### src/rtl/fantasy_mode_ctrl.sv
// Frame-synchronous mode controller for the HDMI darkening datapath.
// Button toggles build a pending mode that commits only on vsync rise; auto mode drives blk with hysteresis.
module fantasy_mode_ctrl #(
  parameter int unsigned      SUM_W = 24,
  parameter logic [SUM_W-1:0] HI_TH = SUM_W'(24'd7000000),
  parameter logic [SUM_W-1:0] LO_TH = SUM_W'(24'd3000000),
  parameter int unsigned      HOLD  = 4
) (
  input  logic             vin_clk_i,
  input  logic             rst_n,
  input  logic             vs_i,
  input  logic             de_i,
  input  logic [2:0]       gray_i,
  input  logic             toggle_blk_i,
  input  logic             toggle_inv_i,
  input  logic             auto_toggle_i,
  input  logic             bypass_i,
  output logic [1:0]       mode_o,
  output logic [1:0]       mode_x_o,
  output logic [SUM_W-1:0] frame_sum_o,
  output logic             frame_sum_valid_o,
  output logic [3:0]       led_o
);

  typedef enum logic [1:0] {
    A_OFF    = 2'd0,
    A_DIRECT = 2'd1,
    A_BLK    = 2'd2
  } auto_state_e;

  localparam logic [SUM_W-1:0] SUM_MAX = {SUM_W{1'b1}};
  localparam logic [3:0]       HOLD_C  = 4'(HOLD);

  function automatic logic [SUM_W-1:0] sat_add(input logic [SUM_W-1:0] a, input logic [2:0] b);
    logic [SUM_W:0] s;
    s = {1'b0, a} + {{(SUM_W-2){1'b0}}, b};
    sat_add = s[SUM_W] ? SUM_MAX : s[SUM_W-1:0];
  endfunction

  logic             vs_q;
  logic [1:0]       pending_q, pending_d;
  logic [1:0]       mode_q, mode_d;
  logic [1:0]       mode_x_q, mode_x_d;
  auto_state_e      auto_q, auto_d;
  logic [3:0]       cnt_q, cnt_d;
  logic [SUM_W-1:0] acc_q, acc_d;
  logic [SUM_W-1:0] frame_sum_q, frame_sum_d;
  logic             valid_q, valid_d;
  logic [3:0]       led_q, led_d;

  logic             vs_rise;
  logic             auto_en;
  logic             blk_next;
  logic [3:0]       cnt_inc;
  logic [SUM_W-1:0] acc_add;

  // Next-state: auto hysteresis, pending/commit, bypass mux, accumulator and LEDs.
  always_comb begin
    vs_rise  = vs_i & ~vs_q;
    auto_en  = (auto_q != A_OFF);
    cnt_inc  = cnt_q + 4'd1;
    auto_d   = auto_q;
    cnt_d    = cnt_q;
    blk_next = pending_q[1];

    // An auto toggle wins over the frame evaluation in the same cycle.
    if (auto_toggle_i) begin
      cnt_d = 4'd0;
      if (auto_q == A_OFF) begin
        auto_d = pending_q[1] ? A_BLK : A_DIRECT;
      end else begin
        auto_d = A_OFF;
      end
    end else if (valid_q) begin
      case (auto_q)
        A_DIRECT: begin
          if (frame_sum_q > HI_TH) begin
            if (cnt_inc == HOLD_C) begin
              blk_next = 1'b1;
              auto_d   = A_BLK;
              cnt_d    = 4'd0;
            end else begin
              cnt_d = cnt_inc;
            end
          end else begin
            cnt_d = 4'd0;
          end
        end
        A_BLK: begin
          if (frame_sum_q < LO_TH) begin
            if (cnt_inc == HOLD_C) begin
              blk_next = 1'b0;
              auto_d   = A_DIRECT;
              cnt_d    = 4'd0;
            end else begin
              cnt_d = cnt_inc;
            end
          end else begin
            cnt_d = 4'd0;
          end
        end
        default: begin
          cnt_d = 4'd0;
        end
      endcase
    end else begin
      cnt_d = cnt_q;
    end

    pending_d[1] = (toggle_blk_i && !auto_en) ? ~pending_q[1] : blk_next;
    pending_d[0] = pending_q[0] ^ toggle_inv_i;

    // Commit sees same-cycle toggles because it loads pending_d, not pending_q.
    mode_d   = vs_rise ? pending_d : mode_q;
    mode_x_d = bypass_i ? 2'd0 : mode_q;

    acc_add = de_i ? sat_add(acc_q, gray_i) : acc_q;
    if (vs_rise) begin
      acc_d       = '0;
      frame_sum_d = acc_add;
      valid_d     = 1'b1;
    end else begin
      acc_d       = acc_add;
      frame_sum_d = frame_sum_q;
      valid_d     = 1'b0;
    end

    led_d = {mode_q[0], (pending_q != mode_q), auto_en, mode_q[1]};
  end

  // State registers; vs_q resets high so no edge is seen on the first frame.
  always_ff @(posedge vin_clk_i or negedge rst_n) begin
    if (!rst_n) begin
      vs_q        <= 1'b1;
      pending_q   <= 2'd2;
      mode_q      <= 2'd2;
      mode_x_q    <= 2'd2;
      auto_q      <= A_OFF;
      cnt_q       <= 4'd0;
      acc_q       <= '0;
      frame_sum_q <= '0;
      valid_q     <= 1'b0;
      led_q       <= 4'b0001;
    end else begin
      vs_q        <= vs_i;
      pending_q   <= pending_d;
      mode_q      <= mode_d;
      mode_x_q    <= mode_x_d;
      auto_q      <= auto_d;
      cnt_q       <= cnt_d;
      acc_q       <= acc_d;
      frame_sum_q <= frame_sum_d;
      valid_q     <= valid_d;
      led_q       <= led_d;
    end
  end

  assign mode_o            = mode_q;
  assign mode_x_o          = mode_x_q;
  assign frame_sum_o       = frame_sum_q;
  assign frame_sum_valid_o = valid_q;
  assign led_o             = led_q;

endmodule

### config.mk
export PLATFORM = sky130hd
export DESIGN_NAME = fantasy_mode_ctrl
export DESIGN_NICKNAME = d
export VERILOG_FILES = /design/src/rtl/fantasy_mode_ctrl.sv
export SDC_FILE = /design/constraint.sdc
export NUM_CORES = 1
export LEC_CHECK = 0
export ABC_AREA = 1
export CAP_MARGIN = 40
export CELL_PAD_IN_SITES_DETAIL_PLACEMENT = 1
export CELL_PAD_IN_SITES_GLOBAL_PLACEMENT = 1
export CORE_MARGIN = 2
export CORE_UTILIZATION = 32
export CTS_BUF_LIST = sky130_fd_sc_hd__clkbuf_4 sky130_fd_sc_hd__clkbuf_8 sky130_fd_sc_hd__clkbuf_16
export DETAILED_ROUTE_END_ITERATION = 7
export GPL_ROUTABILITY_DRIVEN = 0
export MAX_ROUTING_LAYER = met4
export PLACE_DENSITY = 0.76
export SYNTH_ARGS = -nofsm -noshare
export SYNTH_HDL_FRONTEND = slang
export SYNTH_SLANG_ARGS = --single-unit
### constraint.sdc
create_clock -name vin_clk_i -period 2.9 [get_ports vin_clk_i]
set_input_delay 0.725 -clock vin_clk_i [delete_from_list [all_inputs] [get_ports vin_clk_i]]
set_output_delay 0.725 -clock vin_clk_i [all_outputs]
set_load 0.005 [all_outputs]
==> impl_metrics.toml <==
[power_and_ir_drop]
pwr-share-seq = 0.450
finalPower_mw = 2.63
pwr-share-clk = 0.307
p_leak_nw = 2.08
pwr-share-comb = 0.244
internal_power_mw = 1.82
peakVddDrop_uv = 269
switchingPower_uw = 809
swShare = 0.308
pwr_density_cell_mw_per_mm2 = 588

[finish]
drive_gt1_frac = 0.103
antennaDiodeCount = 0
utilization = 0.412
syn2layout_area_growth_pct = 26.0
nets = 537
stdcell_area_sq_mm = 0.00447
fill_cells = 1358

[synth]
synthTopCellsByArea = "dfrtp_1 43%, nand2_1 11%, nor2_1 8.4%"
synth_cells = 456
syn_area_sq_mm = 0.00354
postSynthAreaPerCell_sq_um = 7.77
ys_seq_elements = 66
synth.top_cell.area_share = 0.431
synth_area_leader_cell = "dfrtp_1"
yosysWarnings = 0
async_reset_ff_frac = 1.00
synth_common_cells = "100 x nand2_1, 79 x nor2_1, 61 x dfrtp_1"
synth_edf_count = 0
ys_seq_area_frac = 0.468
post-synth-top-count-cell = "nand2_1"
synth_nets = 476
synth_ff_type = "dfrtp_1"
ys_types = 31

[critical_path]
r2r-start = "acc_q[0]"
required_ns = 3.11
path_max_fanout = 8
cp.arrival_ns = 2.91
r2r_setup_slack_ns = 0.62
crit_chain = "clkdlybuf4s50_1 > ha_1 > fa_1 > a21oi_1 > nor2_2 > nand2_2 > nor3_4 > nand2_2 > nor3_4 > buf_12 > buf_12 > nor2_1 > o21ai_1"
cp-start-kind = "primary input"
reg2reg_depth = 12
reg2reg_to = "frame_sum_o[6]"
crit_slowest_cell = "clkdlybuf4s50_1"
max_stage_delay_ns = 0.40
crit_type = "in -> reg"
cp-end-kind = "register"

[drt]
detail_route.drc_violations = 0
wl_met1_microns = 4260
viasPerCell = 4.86
routed-via-count = 3219
ant_nets = 0
drt_iter0_markers = 90
route.met3.wl_microns = 373
top_layer = "met4"
drt_wl_total_microns = 9650
wl_per_cell_microns = 14.6
wl_met2_microns = 4760
drt-pass1-iter-count = 4

[min_path]
min_from = "mode_o[1]"
hold_path_depth = 0
hold_path_end = "led_o[0]"
hp-class = "reg -> reg"

[timing]
rsz0062_at_grt = "no"
hold_viol = 0
fmax_mhz = 372
fin_setup_tns_ns = 0
maxSlewViolCount = 0
slew_headroom = 0.449
fin_hold_ws_ns = 0.400
period_share = 0.928
worst_slew_pin_slew_ns = 0.826
finalSetupViolCount = 0
layout_min_cycle_time_ns = 2.69
worst_clock_skew_ns = 0.00961

[grt]
antenna_found_initial = 0
grt_pass1_vias = 3488
overflow = 0
grt_max_degree = 67
grt_pass1_wl_microns = 16400
track_usage = 0.183

[floorplanning]
initial_utilization = 0.327
pin_count = 44
rows = 38
core_area_sq_mm = 0.0108
die-area_sq_mm = 0.0119
fp.dieH_microns = 109
die_x_microns = 109

[clock_tree]
cts-resized-gates = 0
cts_tree = "built"
htree_levels = 3
path_clk_slew_ns = 0.07
cts_root_buf = "clkbuf_8"
numCtsBuffers = 9
clock-sinks = 66
clockBufferDepth = 2
cts_setup_buffers = 0
clock_latency_ns = 0.36
holdBufCountCts = 0

[placement]
dp_hpwl_microns = 7280
dpl_cell_area_sq_mm = 0.00425
io_buffers = 43

[flow_run]
maxCapViolations = 0

[outcome]
outcome = "finished clean"
metrics by stage:
stage               std cells  worst slack (ns)
finish                    662             0.209
global route              662            0.0371
CTS                       661             0.228
detailed placement        645            -0.153
global placement          645           -0.0219
floorplan                 456             0.492
cells in the final DEF, fill, tap and decap left out, types with 11 or more instances in the layout:
cell type        synthesis  final
xor2_1                  11     11
o21ai_0                 30     30
nand4_1                 17     17
nor2_1                  79     78
dfrtp_1                 61     61
nand3_1                 32     32
buf_4                    2     16
inv_1                   48     48
clkdlybuf4s50_1          0     42
nand2_1                100    100
cells by family (layout without fill, tap and decap cells):
| family | after synthesis | count (layout) | synth area share |
|---|---|---|---|
| adders and majority gates | 9 | 9 | 0.0339 |
| and+or+nand+nor | 252 | 252 | 0.312 |
| AOI/OAI and AO/OA | 52 | 52 | 0.0773 |
| buffers and inverters | 61 | 127 | 0.0692 |
| xor gates and xnor gates | 16 | 16 | 0.0395 |
| DFF | 66 | 66 | 0.468 |
layout make-up:
type	count	area, sq um	share of cell area
inverters	49	184	0.0412
flip-flops and latches	66	1660	0.371
clock inverters	3	40.0	0.00896
well taps	140	175	0.0392
repair buffers	62	606	0.136
multi-input cells	329	1640	0.368
clock buffers	13	160	0.0359
metal layers:
layer / vias up / global-route usage
met4: 0 / 0.0787
met3: 21 / 0.0454
met1: 1554 / 0.215
met2: 60 / 0.300
li1: 1584 / -
met5: - / -
power by group through the flow:
stage / Clock [mW] / Sequential, mW / Combinational [mW]
4_1_cts: 0.832 / 1.19 / 0.651
3_3_place_gp: 0 / 1.19 / 0.614
3_5_place_dp: 0 / 1.20 / 0.646
2_1_floorplan: 0 / 1.18 / 0.350
5_1_grt: 0.869 / 1.21 / 0.728
6_report: 0.806 / 1.18 / 0.640
registers in the layout, summed over array words and instances, names as in the netlist:
signal	count
frame_sum_o	24
cnt_q	4
mode_o	2
auto_q	2
mode_x_o	2
led_o	4
acc_q	24
pending_q	2
vs_q	1
frame_sum_valid_o	1
how the worst max path moves through the flow:
stage	start	end
CTS	gray_i[0]	frame_sum_o[9]
finish	gray_i[0]	frame_sum_o[6]
global route	gray_i[0]	frame_sum_o[13]
global placement	gray_i[0]	frame_sum_o[9]
floorplan	gray_i[0]	frame_sum_o[15]
detailed placement	gray_i[0]	frame_sum_o[9]
critical path: cells and delay by family:
kind	cells	cell delay (ns)
buf+inv	3	0.67
fa+ha+maj	2	0.63
simple gates	6	0.53
compound gates	2	0.34
Power figures use the tool's default switching activity.
